===== src/rtl/spi_cmd_receiver.sv =====
// Serial command front end of the FM25Q08A flash model: frames opcode/address/data on CLK rising edges.
// Optional SPI mode 3 start qualification is enabled with `define SPI_RX_MODE3_EN (adds CPOL input).
module spi_cmd_receiver #(
  parameter int ADDR_W     = 24,
  parameter int PAGE_BYTES = 256,
  parameter int FAST_DUMMY = 8
) (
  input  logic              CLK,
  input  logic              RST_N,
  input  logic              S_N,
  input  logic              DI,
`ifdef SPI_RX_MODE3_EN
  input  logic              CPOL,
`endif
  output logic [7:0]        instr,
  output logic              instr_valid,
  output logic [ADDR_W-1:0] addr,
  output logic              addr_valid,
  output logic [7:0]        data,
  output logic              data_valid,
  output logic [8:0]        data_cnt,
  output logic              frame_done,
  output logic              frame_ok,
  output logic              bad_opcode,
  output logic [2:0]        state_dbg
);

  localparam logic [2:0] S_IDLE  = 3'd0;
  localparam logic [2:0] S_OPC   = 3'd1;
  localparam logic [2:0] S_ADDR  = 3'd2;
  localparam logic [2:0] S_DUMMY = 3'd3;
  localparam logic [2:0] S_DATA  = 3'd4;
  localparam logic [2:0] S_DONE  = 3'd5;
  localparam logic [2:0] S_IGN   = 3'd6;

  localparam int          SR_W       = (ADDR_W > 8) ? ADDR_W : 8;
  localparam logic [5:0]  ADDR_LAST  = 6'(ADDR_W - 1);
  localparam logic [5:0]  DUMMY_LAST = 6'(FAST_DUMMY - 1);
  localparam logic [8:0]  PAGE_MAX   = 9'(PAGE_BYTES);
  localparam bit          HAS_DUMMY  = (FAST_DUMMY > 0);

  // Handshake: every *_valid and frame_done is a single-cycle pulse, no back-pressure;
  // the paired data output is stable on the cycle the pulse is high. frame_ok is only
  // meaningful while frame_done is high.

  logic [2:0]      state;
  logic [5:0]      bit_cnt;
  logic [SR_W-2:0] sr;
  logic [SR_W-1:0] next_sr;
  logic            overflow;
  logic            extra;
  logic            end_ok;
  logic            start_ok;

  assign next_sr   = {sr, DI};
  assign state_dbg = state;

`ifdef SPI_RX_MODE3_EN
  // In mode 3 the frame may only begin once CLK has fallen with the chip selected,
  // so a rising edge left over from the idle-high clock is not taken as bit 7.
  logic sel_at_fall;
  always_ff @(negedge CLK or negedge RST_N) begin
    if (!RST_N) sel_at_fall <= 1'b0;
    else        sel_at_fall <= ~S_N;
  end
  assign start_ok = ~CPOL | sel_at_fall;
`else
  assign start_ok = 1'b1;
`endif

  function automatic logic [2:0] after_opcode(input logic [7:0] op);
    case (op)
      8'h02, 8'h03, 8'h0B, 8'h20, 8'hD8: return S_ADDR;
      8'h06, 8'h04, 8'h05, 8'hC7:        return S_DONE;
      default:                           return S_IGN;
    endcase
  endfunction

  // Integrity at frame end: only DATA (on a byte boundary) and a clean DONE wait are good.
  always_comb begin
    end_ok = 1'b0;
    case (state)
      S_DATA:  end_ok = (bit_cnt == 6'd0) && !overflow;
      S_DONE:  end_ok = !extra;
      default: end_ok = 1'b0;
    endcase
  end

  always_ff @(posedge CLK or negedge RST_N) begin
    if (!RST_N) begin
      state       <= S_IDLE;
      bit_cnt     <= '0;
      sr          <= '0;
      overflow    <= 1'b0;
      extra       <= 1'b0;
      instr       <= '0;
      instr_valid <= 1'b0;
      addr        <= '0;
      addr_valid  <= 1'b0;
      data        <= '0;
      data_valid  <= 1'b0;
      data_cnt    <= '0;
      frame_done  <= 1'b0;
      frame_ok    <= 1'b0;
      bad_opcode  <= 1'b0;
    end else begin
      instr_valid <= 1'b0;
      addr_valid  <= 1'b0;
      data_valid  <= 1'b0;
      frame_done  <= 1'b0;
      frame_ok    <= 1'b0;
      if (S_N) begin
        if (state != S_IDLE) begin
          frame_done <= 1'b1;
          frame_ok   <= end_ok;
        end
        state   <= S_IDLE;
        bit_cnt <= '0;
      end else begin
        case (state)
          S_IDLE: begin
            if (start_ok) begin
              state      <= S_OPC;
              sr         <= next_sr[SR_W-2:0];
              bit_cnt    <= 6'd1;
              bad_opcode <= 1'b0;
              data_cnt   <= '0;
              overflow   <= 1'b0;
              extra      <= 1'b0;
            end
          end
          S_OPC: begin
            sr <= next_sr[SR_W-2:0];
            if (bit_cnt == 6'd7) begin
              instr       <= next_sr[7:0];
              instr_valid <= 1'b1;
              bit_cnt     <= '0;
              state       <= after_opcode(next_sr[7:0]);
              if (after_opcode(next_sr[7:0]) == S_IGN) bad_opcode <= 1'b1;
            end else begin
              bit_cnt <= bit_cnt + 6'd1;
            end
          end
          S_ADDR: begin
            sr <= next_sr[SR_W-2:0];
            if (bit_cnt == ADDR_LAST) begin
              addr       <= next_sr[ADDR_W-1:0];
              addr_valid <= 1'b1;
              bit_cnt    <= '0;
              if (instr == 8'h02)                   state <= S_DATA;
              else if (instr == 8'h0B && HAS_DUMMY) state <= S_DUMMY;
              else                                  state <= S_DONE;
            end else begin
              bit_cnt <= bit_cnt + 6'd1;
            end
          end
          S_DUMMY: begin
            if (bit_cnt == DUMMY_LAST) begin
              bit_cnt <= '0;
              state   <= S_DONE;
            end else begin
              bit_cnt <= bit_cnt + 6'd1;
            end
          end
          S_DATA: begin
            sr <= next_sr[SR_W-2:0];
            if (bit_cnt == 6'd7) begin
              bit_cnt <= '0;
              // Bytes past the page are dropped; the count holds at the page size.
              if (data_cnt != PAGE_MAX) begin
                data       <= next_sr[7:0];
                data_valid <= 1'b1;
                data_cnt   <= data_cnt + 9'd1;
              end else begin
                overflow <= 1'b1;
              end
            end else begin
              bit_cnt <= bit_cnt + 6'd1;
            end
          end
          S_DONE, S_IGN: begin
            extra <= 1'b1;
          end
          default: state <= S_IDLE;
        endcase
      end
    end
  end

endmodule


===== config.mk =====
export PLATFORM = sky130hd
export DESIGN_NAME = spi_cmd_receiver
export DESIGN_NICKNAME = d
export VERILOG_FILES = /design/src/rtl/spi_cmd_receiver.sv
export SDC_FILE = /design/constraint.sdc
export NUM_CORES = 1
export LEC_CHECK = 0
export BUFFER_PORTS_ARGS = -buffer_cell sky130_fd_sc_hd__buf_2
export CAP_MARGIN = 0
export CORE_MARGIN = 5
export CORE_UTILIZATION = 47
export CTS_CLUSTER_SIZE = 20
export DETAILED_ROUTE_END_ITERATION = 16
export PLACE_DENSITY = 0.71
export SLEW_MARGIN = 20
export SYNTH_ARGS = -nofsm -noshare
export SYNTH_HDL_FRONTEND = slang
export SYNTH_SLANG_ARGS = --single-unit

===== constraint.sdc =====
create_clock -name CLK -period 2 [get_ports CLK]
set_input_delay 0.4 -clock CLK [delete_from_list [all_inputs] [get_ports CLK]]
set_output_delay 0.4 -clock CLK [all_outputs]
set_load 0.05 [all_outputs]

Word level (Yosys, flattened, before mapping)
Index checks and enable logic that the tools add are counted.
{ "word_totals": {"ff_bits": 89, "input_bits": 4, "out_inout_bits": 58} }
{ "classes": {"n_addsub": 2, "eq_ne": 30, "muxes": 39, "bitwise": 1, "n_reduce_logical": 25} }
{ "op_table": {"columns": ["operator", "count"], "rows": [
  ["equality test 8 x 2 -> 1 bit, second input constant", 3],
  ["equality test 8 x 3 -> 1 bit, second input constant", 3],
  ["2-to-1 mux 3 bit", 8],
  ["AND reduction 4 bit", 5],
  ["2-to-1 mux 1 bit", 18],
  ["2-to-1 mux 6 bit", 3],
  ["2-to-1 mux 9 bit", 2],
  ["one-hot mux 6 bit (3 select lines)", 1],
  ["one-hot mux 9 bit (2 select lines)", 1],
  ["equality test 8 x 4 -> 1 bit, second input constant", 2],
  ["equality test 8 bit, second input constant", 2],
  ["one-hot mux 3 bit (5 select lines)", 1],
  ["equality test 3 bit, second input constant", 4],
  ["inequality test 2 bit, second input constant", 5],
  ["adder 9 x 1 -> 9 bit, second input constant", 1],
  ["inequality test 3 bit, second input constant", 3],
  ["inequality test 9 bit, second input constant", 1],
  ["equality test 8 x 6 -> 1 bit, second input constant", 1],
  ["one-hot mux 1 bit (2 select lines)", 4],
  ["OR reduction 4 bit", 2],
  ["adder 6 x 1 -> 6 bit, second input constant", 1],
  ["equality test 3 x 2 -> 1 bit, second input constant", 2],
  ["equality test 6 x 3 -> 1 bit, second input constant", 1],
  ["equality test 6 x 5 -> 1 bit, second input constant", 1],
  ["16 further kinds", 22]
]} }

Longest topological paths before layout
Gate-level depths: netlist of the first run.
{ "logic_depth": {"depth_word": 10, "depth_mapped": 7, "depth_no_buf": 7} }

Worst setup path after synthesis of the first run
OpenSTA, ideal clock, no wires.
{ "synth_path": {"path_type": "register -> register", "startpoint": "register data_cnt[0]", "endpoint": "register data[1]", "t_arrival_ns": 2.134, "required_ns": 1.872, "slack_ns": -0.261, "path_stages_with_launch": 7, "synth_period_minus_slack_ns": 2.261, "cell_sequence": "dfrtp_1 -> inv_1 -> ha_1 -> nor4b_1 -> a211o_1 -> nor3_4 -> mux2_1"} }
{ "synth_via": {"elab_chain_len": 2} }
{ "synth_lines": {"columns": ["item", "line_no", "rtl"], "rows": [
  ["from (decl)", "21", "output logic [8:0] data_cnt,"],
  ["from (signal assigned)", "173", "data_cnt <= data_cnt + 9'd1;"],
  ["inequality test 9 bit", "170", "if (data_cnt != PAGE_MAX) begin"],
  ["AND reduction 4 bit (no source line)", null, null],
  ["to (signal assigned)", "171", "data <= next_sr[7:0];"],
  ["to (decl)", "19", "output logic [7:0] data,"]
]} }
Every way passes these cells.
A chain may end at the register's enable or synchronous reset.

Worst setup path in the final report of the first run
{ "layout_path": {"startpoint": "register bit_cnt[0]", "endpoint": "register addr[1]"} }
{ "layout_via": {"elab_chain_len": 2} }
{ "layout_lines": {"columns": ["item", "line_no", "rtl"], "rows": [
  ["from (decl)", "47", "logic [5:0] bit_cnt;"],
  ["from (signal assigned)", "141", "bit_cnt <= bit_cnt + 6'd1;"],
  ["from (signal assigned)", "154", "bit_cnt <= bit_cnt + 6'd1;"],
  ["from (signal assigned)", "162", "bit_cnt <= bit_cnt + 6'd1;"],
  ["equality test 6 x 5 -> 1 bit", "146", "if (bit_cnt == ADDR_LAST) begin"],
  ["AND reduction 3 bit (no source line)", null, null],
  ["to (signal assigned)", "147", "addr <= next_sr[ADDR_W-1:0];"],
  ["to (decl)", "17", "output logic [ADDR_W-1:0] addr,"]
]} }
Every way passes these cells.

==> results of run 1 <==
## worst min-delay path by stage
stage	from	to	slack, ps	cells past startpoint
2_1_floorplan	RST_N	addr[0]	100	0
3_3_place_gp	RST_N	data_cnt[8]	400	1
3_5_place_dp	RST_N	addr[21]	410	1
4_1_cts	S_N	frame_ok	380	3
5_1_grt	S_N	frame_ok	380	3
6_report	S_N	frame_ok	400	3
## state kept, by name, indices dropped and copies added (netlist names)
| register | flops |
|---|---|
| data | 8 |
| extra | 1 |
| instr_valid | 1 |
| sr | 23 |
| state_dbg | 3 |
| bad_opcode | 1 |
| instr | 8 |
| data_valid | 1 |
| addr_valid | 1 |
| bit_cnt | 6 |
| overflow | 1 |
| addr | 24 |
| data_cnt | 9 |
| frame_done | 1 |
| frame_ok | 1 |
## Yosys cell counts, drive strengths merged, types with 2 or more instances
cell type | number | area, um2
mux2 | 65 | 803
a21oi | 12 | 60.1
nor4b | 4 | 35.0
and2 | 2 | 12.5
o21ai | 10 | 50.0
clkbuf | 11 | 41.3
nand4 | 4 | 25.0
xnor2 | 2 | 17.5
inv | 9 | 33.8
nor3 | 10 | 61.3
a21o | 2 | 15.0
buf | 5 | 40.0
dfrtp | 89 | 2230
xor2 | 6 | 52.6
and3 | 3 | 18.8
a211o | 4 | 35.0
nor2b | 2 | 12.5
nand3 | 8 | 40.0
nand2 | 15 | 56.3
a21boi | 2 | 15.0
nor2 | 17 | 63.8
nand2b | 7 | 43.8
nor4 | 5 | 46.3
nand4b | 2 | 17.5
a22o | 2 | 17.5
a31oi | 6 | 37.5
ha | 4 | 50.1
## cells in the final DEF, fill, tap and decap left out, types with 3 or more instances in the layout
cell / count
nor3_1: 9
a211o_1: 4
and3_1: 3
nand2b_1: 7
nand4_1: 4
clkbuf_8: 9
a21oi_1: 12
nor4_1: 4
o21ai_0: 9
inv_1: 5
inv_8: 3
a31oi_1: 6
buf_4: 31
nor2_1: 16
nor4b_1: 3
xor2_1: 6
mux2_1: 26
mux2_4: 26
nand2_1: 13
buf_6: 3
nand3_1: 8
inv_2: 4
buf_12: 3
buf_2: 60
mux2_2: 13
dfrtp_1: 87
## tightest hold or removal path, delay by kind of cell
family | cells | cell delay [ps]
buf+inv | 1 | 180
simple gates | 2 | 140
## routing by layer
metal  share of wire  vias to the layer above  track usage
met3           0.055                       17       0.0345
met5               0                        -            0
li1                -                     1372            -
met4           0.022                        0       0.0787
met2            0.47                       93        0.283
met1            0.46                     1427        0.247
## through the flow
| stage | area [um2] | utilization |
|---|---|---|
| floorplan | 4160 | - |
| global placement | 4800 | 0.559 |
| detailed placement | 4800 | 0.559 |
| CTS | 5060 | 0.588 |
| global route | 5070 | 0.590 |
| finish | 5070 | 0.590 |
## power by group
part           internal, uW  switching [uW]  leakage [uW]
clock                   615             704      0.000110
sequential             2110             305       0.00119
combinational           727             977       0.00130
## cells by family (layout without fill, tap and decap cells)
logic type                 count (synthesis)  after routing  share of synthesized area
buffers and inverters                     25            123                     0.0282
AOI/OAI and AO/OA                         47             47                     0.0758
DFF                                       89             89                      0.546
xor gates and xnor gates                   8              8                     0.0172
muxes                                     65             65                      0.197
adders and majority gates                  4              4                     0.0123
and+or+nand+nor                           86             86                      0.124
## layout make-up
cell class                 count  share of cell area
clock buffer                   9              0.0244
timing repair buffer          98               0.126
multi-input combinational    210               0.359
sequential                    89               0.440
inverter                       9             0.00666
clock inverter                 7              0.0178
tap                          108              0.0267
## repair_timing
item | 4_1_cts | 5_1_grt
endpoints found under the setup margin | 25 | 33
hold buffers | 1 | 0
hold endpoints to repair | 2 | 0
gates resized for setup | 4 | 2
buffers inserted | 0 | 1
gates cloned | 0 | 0
==> metrics.csv, run 1 <==
metric;value;unit
status;finished, final reports clean;
drc;0;
layout_setup_ws;18.4;ps
grt_start_max_net_pins;39;
instances_no_fill;530;
vias;2909;
start_util;0.475;
ys_ff_latch;89;
rows;34;
hold_ws;395;ps
drtIter0Drc;255;
r2r-start;bit_cnt[0];
antenna_cells;0;
io_buffers;61;
placed_cells;512;
tightestPinTransition;496;ps
multiInputGateArea;1820;um2
async_flop_share;1.00;
wl;8.80;mm
ant_nets;0;
finalSetupViolCount;0;
p_leak;0.00260;uW
cts_tree;done;
reg2regPathDepth;6;
antenna_found_initial;0;
crit_path_max_incr_delay;510;ps
grt_overflow;0;
crit_path_end_kind;register;
synth-edff-count;0;
ys_seq_area_frac;0.546;
die_h;103;um
ff2ff_setup_slack;20;ps
hold_violations;0;
grt_pass1_wl;14.9;mm
rsz0062_at_grt;yes;
yosysWarnings;0;
fmax;505;MHz
cellPowerDensity;1070;nW/um2
critPathSlowestCell;or4_4;
first_pass_iters;4;
syn-num-nets;332;
n_fill_cell;701;
clock_path_buffers;2;
fin_crit;1980;ps
synthDistinctLibCells;51;
path_depth;6;
crit_chain;ha_4, and4bb_4, nand2_2, or4_4, buf_6, mux2_1;
cts_sinks;89;
tns;0;ps
synthFlopType;dfrtp_1;
drv_cap;0;
root_buffer;clkbuf_8;
syn_to_final_growth;24.3;%
startpoint;bit_cnt[0];
worst-path-buf-inv;1;
arrival;2230;ps
endpoint;addr[1];
critPathKind;reg2reg;
cp_max_fo;13;
coreArea;8590;um2
detailed_place_hpwl;6.43;mm
slew_viol_final;0;
io_pins;62;
hold_class;in2reg;
htree_levels;3;
r2r-end;addr[1];
gp_congestion;0.941;
final-seq-area;2230;um2
die_area;10600;um2
critPathLaunchType;register;
final_nets;425;
avgSynthCellArea;12.6;um2
wl_per_cell;16.6;um
layout-drive-gt1-share;0.405;
slew-limit-headroom;0.669;
numCtsBuffers;9;
path_delay_family;simple AND/OR/NAND/NOR gates;
track_usage;0.181;
placement.setup.worst_slack;-39.3;ps
total_power;5440;uW
routed_via_density;5.49;
fin_crit_sh;0.991;
syn_area;4080;um2
syn_inst;324;
clk_pin_slew;90;ps
vdd_drop_max;395;uV
clock_skew;14.1;ps
die_x;103;um
worstSkewPairLatency;370;ps
crit_required;2250;ps
grt_pass1_vias;2987;
Note: power is estimated with default switching activity, not from simulation.
==> run 2, diff against run 1 <==
Settings changed: ABC_AREA from default to 1, PLACE_DENSITY 0.71 to 0.68.
==> run 2 against run 1 <==
  * The run now ends with negative hold slack left
  * Maximum frequency increased by 16%
  * Power decreased by 9.4%
  * Area after synthesis increased by 3.3%
  * Sequential cell count unchanged
  * Core utilization decreased by 3.8 points
  * Largest power group unchanged
  * Non-clock buffer count decreased by 31
  * Critical path depth increased by 2
  * Critical path type unchanged
  * First-iteration DRC count decreased by 48%
  * Global-route usage decreased by 0.97 points
==> metrics.csv, run 2 <==
metric;value;unit
placement.setup.worst_slack;287;ps
clock_skew;10.4;ps
place_area;4610;um2
syn_area;4210;um2
hold_ws;-4.97;ps
regMostFlops;addr;
drc;0;
crit_path_end_kind;register;
tightestPinTransition;489;ps
rsz0062_at_grt;no;
die_x;105;um
ant_nets;0;
root_buffer;clkbuf_8;
largest_reg_flops;24;
fin_crit;1710;ps
synthTopCellsByArea;dfrtp_1 53%, nand2_1 14%, inv_1 5.5%;
crit_chain;nor2_4, nand2_4, inv_4, nand2_2, nand2_2, nand2_4, nand2_1, nand2_1;
synth_top_area_cell;dfrtp_1;
fmax;585;MHz
violations;negative hold slack;
postLayoutCellArea;4810;um2
hold_violations;4;
start_util;0.483;
cts_sinks;89;
synth_top_cells_by_count;153 x nand2_1, 89 x dfrtp_1, 62 x inv_1, 35 x o21ai_0, 34 x nor2_1;
ys_ff_latch;89;
critPathSlowestCell;dfrtp_1;
synthDistinctLibCells;34;
routed_via_density;4.99;
ff2ff_setup_slack;290;ps
cellPowerDensity;1020;nW/um2
grt_start_max_net_pins;49;
htree_levels;3;
status;finished with violations;
p_leak;0.00257;uW
antenna_cells;0;
cp_max_fo;12;
worstSkewPairLatency;360;ps
finalSetupViolCount;0;
numCtsBuffers;9;
gp_congestion;0.918;
clk_pin_slew;90;ps
syn-num-nets;508;
crit_required;2250;ps
first_pass_iters;4;
grt_pass1_wl;15.8;mm
wl_per_cell;13.0;um
coreArea;8720;um2
hold_class;in2async;
vdd_drop_max;657;uV
slew-limit-headroom;0.674;
die_area;11000;um2
ys_seq_area_frac;0.529;
drv_cap;0;
io_pins;62;
final_util;0.552;
cts.hold.buffers_added;0;
final_cell_mix;153 x nand2_1, 89 x dfrtp_1, 62 x inv_1;
cts_tree;done;
synthFlopType;dfrtp_1;
postCtsSetupBuffers;0;
io_buffers;61;
avgSynthCellArea;8.42;um2
syn_inst;500;
drtIter0Drc;133;
crit_path_max_incr_delay;520;ps
critPathKind;reg2reg;
die_h;105;um
layout-drive-gt1-share;0.191;
detailed_place_hpwl;6.48;mm
antenna_found_initial;0;
wl;8.83;mm
rows;34;
slew_viol_final;0;
async_flop_share;1.00;
mostFrequentLayoutCell;nand2_1;
yosysWarnings;0;
vias;3385;
arrival;1960;ps
cts-resized-gates;0;
tns;0;ps
final_nets;573;
syn_to_final_growth;14.3;%
layout_setup_ws;291;ps
track_usage;0.171;
synth-edff-count;0;
synth.most_common_cell;nand2_1;
reg_top3;addr x24, sr x23, data_cnt x9;
grt_overflow;0;
fin_crit_sh;0.854;
grt_pass1_vias;3388;
yosysTopAreaCellShare;0.529;
critPathLaunchType;register;
clock_path_buffers;2;
[run 2: report_power, final]
part | switching, uW | internal, uW | leakage (uW) | total (uW)
Clock | 667 | 594 | 0.0000979 | 1260
Combinational | 1010 | 384 | 0.00125 | 1390
Sequential | 220 | 2060 | 0.00122 | 2280
Total | 1890 | 3030 | 0.00257 | 4930
[run 2: layer usage]
| metal | global-route usage | wire length [um] |
|---|---|---|
| met2 | 0.273 | 4100 |
| met4 | 0.0566 | 167 |
| met3 | 0.0499 | 523 |
| met5 | 0 | 0 |
| met1 | 0.226 | 4050 |
[run 2: logic make-up (layout without fill, tap and decap cells)]
family,count (synthesis),count (layout),share of synthesized area
buffers and inverters,78,148,0.0847
flip-flops,89,89,0.529
AO/OA/AOI/OAI,81,81,0.106
AND/OR/NAND/NOR,242,242,0.256
XOR/XNOR,6,6,0.0125
adder cells (fa/ha/maj),4,4,0.0119
[run 2: area by class of cell]
cell class | instances | area, um2
fill | 814 | 3910
sequential | 89 | 2230
multi-input combinational | 333 | 1630
timing repair buffer | 67 | 378
inverter | 65 | 246
tap | 108 | 135
clock buffer | 10 | 128
clock inverter | 6 | 72.6
[run 2: final timing paths]
check / end / from / cells past startpoint
setup / recovery: data_cnt[5] / state_dbg[1] / 8
hold / removal: data_cnt[5] / RST_N / 1
setup reg to reg: data_cnt[5] / state_dbg[1] / 8
hold reg to reg: addr[23] / addr[23] / 2
max in group asynchronous: addr[22] / RST_N / 2
min in group CLK: data[0] / DI / 3
[run 2: through the flow]
step                cells  total power (uW)
finish                678              4930
global route          678              5270
CTS                   678              4980
detailed placement    662              3710
global placement      662              3670
floorplan             500              3360
[run 2: worst max-delay path, delay by kind of cell (launching register included)]
kind          cells  cell delay (ps)
simple gates      7              990
flops             1              520
buf+inv           1              100
